`src/rtl/debug_dump_tx_pkg.sv`:
```
// Shared debugger definitions: dump FSM states, source phases, word geometry
// and the command bytes also understood by the command receiver.
package debug_dump_tx_pkg;

   localparam int DATA_SZ_DEFAULT = 32;
   localparam int BYTES_PER_WORD  = DATA_SZ_DEFAULT / 8;

   localparam logic [7:0] LOAD_PROG_SIZE = 8'hFE;
   localparam logic [7:0] RUN            = 8'hF0;

   typedef enum logic [2:0] {
      IDLE,
      SETUP,
      LATCH,
      SEND,
      NEXT,
      DONE
   } dump_state_t;

   typedef enum logic [1:0] {
      PH_PC,
      PH_REG,
      PH_MEM
   } dump_phase_t;

   function automatic int bytes_per_word(input int data_sz);
      return data_sz / 8;
   endfunction

endpackage

```
`src/rtl/debug_dump_tx_word_serializer.sv`:
```
// Holds one captured word and shifts it out LSB-first into the UART TX FIFO,
// leaving an idle cycle after every write so strobes are never back to back.
module debug_dump_tx_word_serializer
   import debug_dump_tx_pkg::*;
#(
   parameter int DATA_SZ = 32
) (
   input  logic               i_clk,
   input  logic               i_reset,
   input  logic               i_load,
   input  logic [DATA_SZ-1:0] i_word,
   input  logic               i_enable,
   input  logic               i_tx_full,
   output logic               o_wr,
   output logic [7:0]         o_data,
   output logic               o_last
);

   localparam int BPW   = bytes_per_word(DATA_SZ);
   localparam int CNT_W = $clog2(BPW + 1);

   logic [DATA_SZ-1:0] shift;
   logic [CNT_W-1:0]   byte_cnt;
   logic               gap;

   // A full FIFO blocks the strobe in the same cycle, so a refused byte stays put
   assign o_wr   = i_enable && !i_tx_full && !gap;
   assign o_data = shift[7:0];
   assign o_last = o_wr && (byte_cnt == CNT_W'(BPW - 1));

   always_ff @(posedge i_clk or negedge i_reset) begin
      if (!i_reset) begin
         shift    <= '0;
         byte_cnt <= '0;
         gap      <= 1'b0;
      end else if (i_load) begin
         shift    <= i_word;
         byte_cnt <= '0;
         gap      <= 1'b0;
      end else if (o_wr) begin
         shift    <= shift >> 8;
         byte_cnt <= byte_cnt + CNT_W'(1);
         gap      <= 1'b1;
      end else begin
         gap      <= 1'b0;
      end
   end

endmodule

```
`src/rtl/debug_dump_tx.sv`:
```
// Dump sequencer: once the pipeline halts, walks PC, registers and data memory,
// driving the debug address and feeding each selected word to the serializer.
module debug_dump_tx
   import debug_dump_tx_pkg::*;
#(
   parameter int DATA_SZ  = 32,
   parameter int W        = 5,
   parameter int NUM_REGS = 32,
   parameter int NUM_MEM  = 32
) (
   input  logic               i_clk,
   input  logic               i_reset,
   input  logic               i_start,
   input  logic [DATA_SZ-1:0] i_pc,
   input  logic [DATA_SZ-1:0] i_register_data,
   input  logic [DATA_SZ-1:0] i_memory_data,
   input  logic               i_tx_full,
   output logic               o_wr_uart,
   output logic [7:0]         o_w_data,
   output logic [W-1:0]       o_addr,
   output logic               o_busy,
   output logic               o_done
);

   localparam logic [W-1:0] LAST_REG = W'(NUM_REGS - 1);
   localparam logic [W-1:0] LAST_MEM = W'(NUM_MEM - 1);

   dump_state_t        state, state_next;
   dump_phase_t        phase, phase_next;
   logic [W-1:0]       index, index_next;
   logic [DATA_SZ-1:0] src_word;
   logic               ser_last;

   always_ff @(posedge i_clk or negedge i_reset) begin
      if (!i_reset) begin
         state <= IDLE;
         phase <= PH_PC;
         index <= '0;
      end else begin
         state <= state_next;
         phase <= phase_next;
         index <= index_next;
      end
   end

   always_comb begin
      src_word = i_pc;
      case (phase)
         PH_REG:  src_word = i_register_data;
         PH_MEM:  src_word = i_memory_data;
         default: src_word = i_pc;
      endcase
   end

   // Start is only looked at in IDLE and DONE, so toggling it mid-dump has no effect
   always_comb begin
      state_next = state;
      phase_next = phase;
      index_next = index;
      o_busy     = 1'b0;
      o_done     = 1'b0;
      o_addr     = index;

      case (state)
         IDLE: begin
            o_addr     = '0;
            phase_next = PH_PC;
            index_next = '0;
            if (i_start) begin
               state_next = SETUP;
            end
         end
         SETUP: begin
            o_busy     = 1'b1;
            state_next = LATCH;
         end
         LATCH: begin
            o_busy     = 1'b1;
            state_next = SEND;
         end
         SEND: begin
            o_busy = 1'b1;
            if (ser_last) begin
               state_next = NEXT;
            end
         end
         NEXT: begin
            o_busy     = 1'b1;
            state_next = SETUP;
            case (phase)
               PH_PC: begin
                  phase_next = PH_REG;
                  index_next = '0;
               end
               PH_REG: begin
                  if (index == LAST_REG) begin
                     phase_next = PH_MEM;
                     index_next = '0;
                  end else begin
                     index_next = index + W'(1);
                  end
               end
               PH_MEM: begin
                  if (index == LAST_MEM) begin
                     state_next = DONE;
                  end else begin
                     index_next = index + W'(1);
                  end
               end
               default: begin
                  phase_next = PH_PC;
                  index_next = '0;
               end
            endcase
         end
         DONE: begin
            o_addr = '0;
            o_done = 1'b1;
            if (!i_start) begin
               state_next = IDLE;
            end
         end
         default: begin
            o_addr     = '0;
            state_next = IDLE;
         end
      endcase
   end

   debug_dump_tx_word_serializer #(
      .DATA_SZ (DATA_SZ)
   ) u_serializer (
      .i_clk     (i_clk),
      .i_reset   (i_reset),
      .i_load    (state == LATCH),
      .i_word    (src_word),
      .i_enable  (state == SEND),
      .i_tx_full (i_tx_full),
      .o_wr      (o_wr_uart),
      .o_data    (o_w_data),
      .o_last    (ser_last)
   );

endmodule

```
`config.mk`:
```
export PLATFORM = sky130hd
export DESIGN_NAME = debug_dump_tx
export DESIGN_NICKNAME = d
export VERILOG_FILES = /design/src/rtl/debug_dump_tx_pkg.sv /design/src/rtl/debug_dump_tx_word_serializer.sv /design/src/rtl/debug_dump_tx.sv
export SDC_FILE = /design/constraint.sdc
export NUM_CORES = 1
export LEC_CHECK = 0
export ABC_AREA = 1
export BUFFER_PORTS_ARGS = -buffer_cell sky130_fd_sc_hd__buf_4
export CORE_MARGIN = 10
export CORE_UTILIZATION = 30
export CTS_CLUSTER_SIZE = 24
export DETAILED_ROUTE_END_ITERATION = 8
export PLACE_DENSITY_LB_ADDON = 0.12
export SLEW_MARGIN = 20
export SYNTH_ARGS = -nofsm -noshare
export SYNTH_HDL_FRONTEND = slang
export SYNTH_SLANG_ARGS = --single-unit
```
`constraint.sdc`:
```
create_clock -name i_clk -period 1.65 [get_ports i_clk]
set_input_delay 0 -clock i_clk [delete_from_list [all_inputs] [get_ports i_clk]]
set_output_delay 0 -clock i_clk [all_outputs]
set_load 0.02 [all_outputs]
```
# Word-level counts from Yosys, hierarchy flattened
# Index checks and enable logic that the tools add are counted.
# W data, S select, Z words.
# word_totals
reg_bits	46
latchBits	0
input_bits	100
out_inout_bits	16
memories	0
ram_bits	0
romBits	0
# classes
n_eq_ne	15
order_cmp	0
bitwise	0
mux	23
div_mod_pow	0
addsub	2
n_shift	0
n_mul	0
reduce_logical	13
# op_table
cell	count
$mux W32	2
$pmux W32 S2	1
$mux W3	7
$pmux W5 S2	2
$pmux W3 S6	1
$mux W5	3
$eq A3 B2 Y1 const B	3
$ne A2 B2 Y1 const B	4
$eq A3 B3 Y1 const B	2
$ne A3 B3 Y1 const B	2
$pmux W2 S3	1
$reduce_and A3 Y1	2
$add A5 B1 Y5 const B	1
$eq A5 B5 Y1 const B	1
$mux W1	4
$pmux W2 S2	1
$reduce_bool A2 Y1	2
$reduce_or A4 Y1	1
$add A3 B1 Y3 const B	1
$eq A3 B1 Y1 const B	1
$logic_and A1 B1 Y1	3
$logic_not A3 Y1	1
$eq A2 B1 Y1 const B	1
$eq A2 B2 Y1 const B	1
4 further kinds	5

# Longest topological paths before layout
# logic_depth
depth_word	6
ltp_mapped	10

# Cells and area by module
# A second synthesis with hierarchy kept.
# hier_totals
cells_unflattened	497
hier_area_um2	3323.2
# modules_own_cells
mod	area_each_um2	cells_per_inst	seq_area_each_um2	n_inst
debug_dump_tx_word_serializer	1958.1	253	900.9	1
debug_dump_tx	1365.1	244	250.2	1

# Worst setup path after synthesis
# Ideal clock, no wire load.
# synth_path
path_kind	reg-to-reg
from	register phase[0]
to	register u_serializer.shift[14]
arrival_ps	1379
setup_slack_ps	140
setup_ps	130
synth_period_minus_slack_ps	1510
required_time_ps	1520
n_path_buf	2
stages_incl_launch_ff	8
cell_sequence	dfrtp_1 inv_1 ha_1 buf_2 clkbuf_1 nand3_1 o211ai_1 nand3_1
# synth_via
elab_chain_cells	3
# synth_lines
element	line_no	rtl
start: declaration	debug_dump_tx.sv:29	dump_phase_t phase, phase_next;
start signal: assignment	debug_dump_tx.sv:41	phase <= phase_next;
$eq A2 B2 Y1 or $eq A2 B1 Y1 (tied branches)	debug_dump_tx.sv:48	case (phase)
$pmux W32 S2 *	debug_dump_tx.sv:48	
$mux W32 *	debug_dump_tx_word_serializer.sv:36	end else if (i_load) begin
end signal: assignment	debug_dump_tx_word_serializer.sv:37	shift <= i_word;
end signal: assignment	debug_dump_tx_word_serializer.sv:41	shift <= shift >> 8;
end: declaration	debug_dump_tx_word_serializer.sv:22	logic [DATA_SZ-1:0] shift;
# Every way passes the cells marked *; elsewhere a longest branch is shown, timed or not.
# A chain may end at the register's enable or synchronous reset.

# Worst setup path after layout
# layout_path
from	register index[1]
to	register index[1]
# layout_via
elab_chain_cells	4
# layout_lines
element	line_no	rtl
start: declaration	debug_dump_tx.sv:30	logic [W-1:0] index, index_next;
start signal: assignment	debug_dump_tx.sv:42	index <= index_next;
$add A5 B1 Y5 or $eq A5 B5 Y1 (tied branches)	--	
$mux W5 (on tied branches)	debug_dump_tx.sv:104, debug_dump_tx.sv:96	
$pmux W5 S2	debug_dump_tx.sv:90	case (phase)
$pmux W5 S2	debug_dump_tx.sv:64	case (state)
# Several ways; a longest one is shown, not always the timed one. The select of a mux whose other input is x is not followed.

==> reports/metrics.csv <==
stage,metric,value,unit
outcome,status,"complete, no violations",
cells_and_area,share of layout cells above drive strength 1,0.299,
drt,M1 WL,4370,µm
clocking,clk slew on worst S/H paths,80,ps
timing,Final Hold Slack,34.4,ps
cells_and_area,fin util,0.471,
timing,relative slew slack,0.430,
floorplan,Starting Density,0.309,
critical_path,"Worst Path Class, Setup",reg2reg,
yosys,share of the synthesized area in the top cell type,0.403,
critical_path,worst path required time,1840,ps
critical_path,crit path launch type,flip-flop,
clocking,clk sinks,46,
yosys,Synth area leaders,"dfrtp_1, nand2_1, nand3_1",
clocking,Root Buffer,clkbuf_8,
yosys,Mapped Cells,397,
grt,largest net degree at the start of global routing,47,
grt,vias in the first global route,3000,
place,Post-DP Area,0.00385,mm²
yosys,most frequent cell after synthesis,nand2_1,
drt,DR WL/cell,13.7,µm
yosys,leading area contributor after synthesis,dfrtp_1,
drt,highest routed metal layer,met4,
drt,Via density,4.51,
power_and_ir_drop,Leakage,2.04,nW
yosys,post-synthesis cell area,0.00286,mm²
timing,RSZ-0062 raised after global routing,true,
power_and_ir_drop,P per Cell Area,1370,mW/mm²
drt,routed wire length,9100,µm
yosys,register bit total from synthesis,46,
place,port bufs,115,
timing,Slew @ Worst Pin,852,ps
critical_path,crit end category,flip-flop,
timing,Final period util,0.936,
timing,Fmax,0.648,GHz
yosys,syn avg cell area,7.20,µm²
place,dpl cells,621,
timing,max-slew violation count,0,
timing,min cycle time layout,1540,ps
clocking,TritonCTS clock tree,yes,
cells_and_area,"Design Area, Final",0.00436,mm²
place,DP Wirelength,6660,µm
drt,Routed met3 length,435,µm
timing,Final Hold Viols,0,
clocking,Num CTS Buffers,5,
timing,Final Setup Violations,0,
drt,drc violations,0,
drt,Final ANT Viol Nets,0,
grt,first-pass GRT wire length,14900,µm
yosys,async set-reset flop share out of synthesis,1.00,
job,number of max-cap violations,0,
critical_path,CP arrival,1730,ps
yosys,number of synthesized flops with an enable pin,0,
clocking,H-tree Lvls,2,
yosys,Synth Net Count,504,
grt,Tot GR Track Use,0.126,
cells_and_area,"Cell Count, Final, Fillers Out",665,
drt,drt initial violations,133,
cells_and_area,Layout area overhead,52.5,%
drt,first drt pass iteration count,4,
place,Placer Congestion,0.769,
drt,met2 wire len,4190,µm
yosys,post-synthesis sequential area ratio,0.403,
yosys,warnings from Yosys,0,
clocking,Max Buffers Root-to-Sink,2,
floorplan,Die Y,118,µm
yosys,Cell variety after synth,23,
timing,final setup skew,5.36,ps
hold_path,Hold Path Class,in2reg,
critical_path,Max Fanout on Critical Path,4,
grt,GR Overflow Total,0,
floorplan,# rows,35,
power_and_ir_drop,maximum vdd drop,0.000523,V
floorplan,core footprint,0.00924,mm²
floorplan,Die W,118,µm
timing,Final TNS setup,0,ps
drt,Vias,3001,
floorplan,Die ar.,0.0138,mm²
yosys,ys flop type,dfrtp_1,
cells_and_area,Final Net Count,642,
cells_and_area,diodes inserted,0,
grt,initial antenna violation count,0,
floorplan,# IOs,116,
clocking,worst skew pair latency,300,ps
yosys,Commonest cells post-synth,"nand2_1, nand3_1, dfrtp_1",
-- cells by family after synthesis --
| family | count (synthesis) | share of synthesized area |
|---|---|---|
| simple gates | 244 | 0.358 |
| buf+inv | 56 | 0.0972 |
| flops | 46 | 0.403 |
| compound gates | 43 | 0.108 |
| fa+ha+maj | 7 | 0.0307 |
| xor+xnor | 1 | 0.00307 |
-- report_power, final --
| part | switching (W) | internal (W) |
|---|---|---|
| logic | 0.00191 | 0.00147 |
| clock network | 0.000380 | 0.000337 |
| registers | 0.000281 | 0.00158 |
| total | 0.00258 | 0.00339 |
-- sequential cells by signal, summed over array words and instances (netlist names) --
register and flops:
u_serializer.shift 32, u_serializer.gap 1, state 3, phase 2
u_serializer.byte_cnt 3, index 5
-- critical path, stage by stage, from the launching register on --
cell	delay, ps
dfrtp_1	350
ha_1	180
nand2_1	60
nor2_1	100
ha_1	200
inv_1	90
a21oi_4	180
inv_1	120
nand3_1	100
nand2_1	50
-- cell usage in the layout, fill, tap and decap left out --
cell type | Yosys | final
o21ai_0 | 6 | 4
buf_4 | 12 | 123
nand2_1 | 159 | 157
o211ai_1 | 32 | 32
dlygate4sd3_1 | 0 | 33
a21oi_4 | 0 | 1
buf_6 | 2 | 1
o21ai_1 | 1 | 2
nor2_2 | 4 | 2
o21a_1 | 1 | 1
nor2_4 | 0 | 3
nor2_1 | 8 | 7
dfrtp_1 | 46 | 43
nand2_2 | 2 | 4
nand4_1 | 2 | 2
inv_2 | 5 | 5
xor2_1 | 1 | 1
clkinv_2 | 1 | 1
a21oi_1 | 2 | 1
clkinvlp_4 | 0 | 1
clkinv_8 | 0 | 1
nor3_1 | 1 | 1
ha_2 | 0 | 1
inv_1 | 19 | 19
ha_1 | 7 | 6
o21ai_4 | 1 | 1
nand3_2 | 0 | 1
buf_12 | 0 | 5
nand3_1 | 68 | 67
o21ai_2 | 0 | 1
clkbuf_8 | 0 | 6
dfrtp_2 | 0 | 3
-- timing repair --
item / 4_1_cts / 5_1_grt
setup buffers: 0 / 3
pin swaps: 0 / 3
endpoints found under the setup margin: 4 / 46
endpoints found under the hold margin: 78 / 0
hold buffers: 33 / 0
resized for setup: 3 / 16
-- metrics by stage --
step | power (W) | setup slack, ps
after CTS | 0.00593 | 41.8
final | 0.00597 | 106
after detailed placement | 0.00512 | 16.2
after global routing | 0.00657 | -31.2
after global placement | 0.00510 | 40.0
after floorplan | 0.00412 | 140
-- layout make-up --
| class | instances | area (µm²) |
|---|---|---|
| fill | 931 | 4880 |
| multi-input combinational | 295 | 1470 |
| timing repair buffer | 162 | 1370 |
| sequential | 46 | 1150 |
| tap | 129 | 161 |
| inverter | 25 | 106 |
| clock buffer | 6 | 82.6 |
| clock inverter | 2 | 12.5 |
-- routing by layer --
| layer | up-vias | GRT usage |
|---|---|---|
| met5 | - | 0 |
| met3 | 8 | 0.0293 |
| met4 | 0 | 0.0309 |
| met2 | 87 | 0.205 |
| li1 | 1571 | - |
| met1 | 1335 | 0.164 |
-- final timing paths --
| kind | depth (start not counted) | end | from | slack (ps) |
|---|---|---|---|---|
| setup reg to reg | 9 | index[1] | index[1] | 110 |
| hold / removal | 5 | u_serializer.shift[28] | i_memory_data[28] | 30 |
| max in group asynchronous | 2 | state[2] | i_reset | 980 |
| hold reg to reg | 2 | u_serializer.shift[30] | u_serializer.shift[30] | 480 |
| setup / recovery | 9 | index[1] | index[1] | 110 |
| min in group asynchronous | 2 | u_serializer.byte_cnt[2] | i_reset | 260 |
Power figures use the tool's default switching activity.
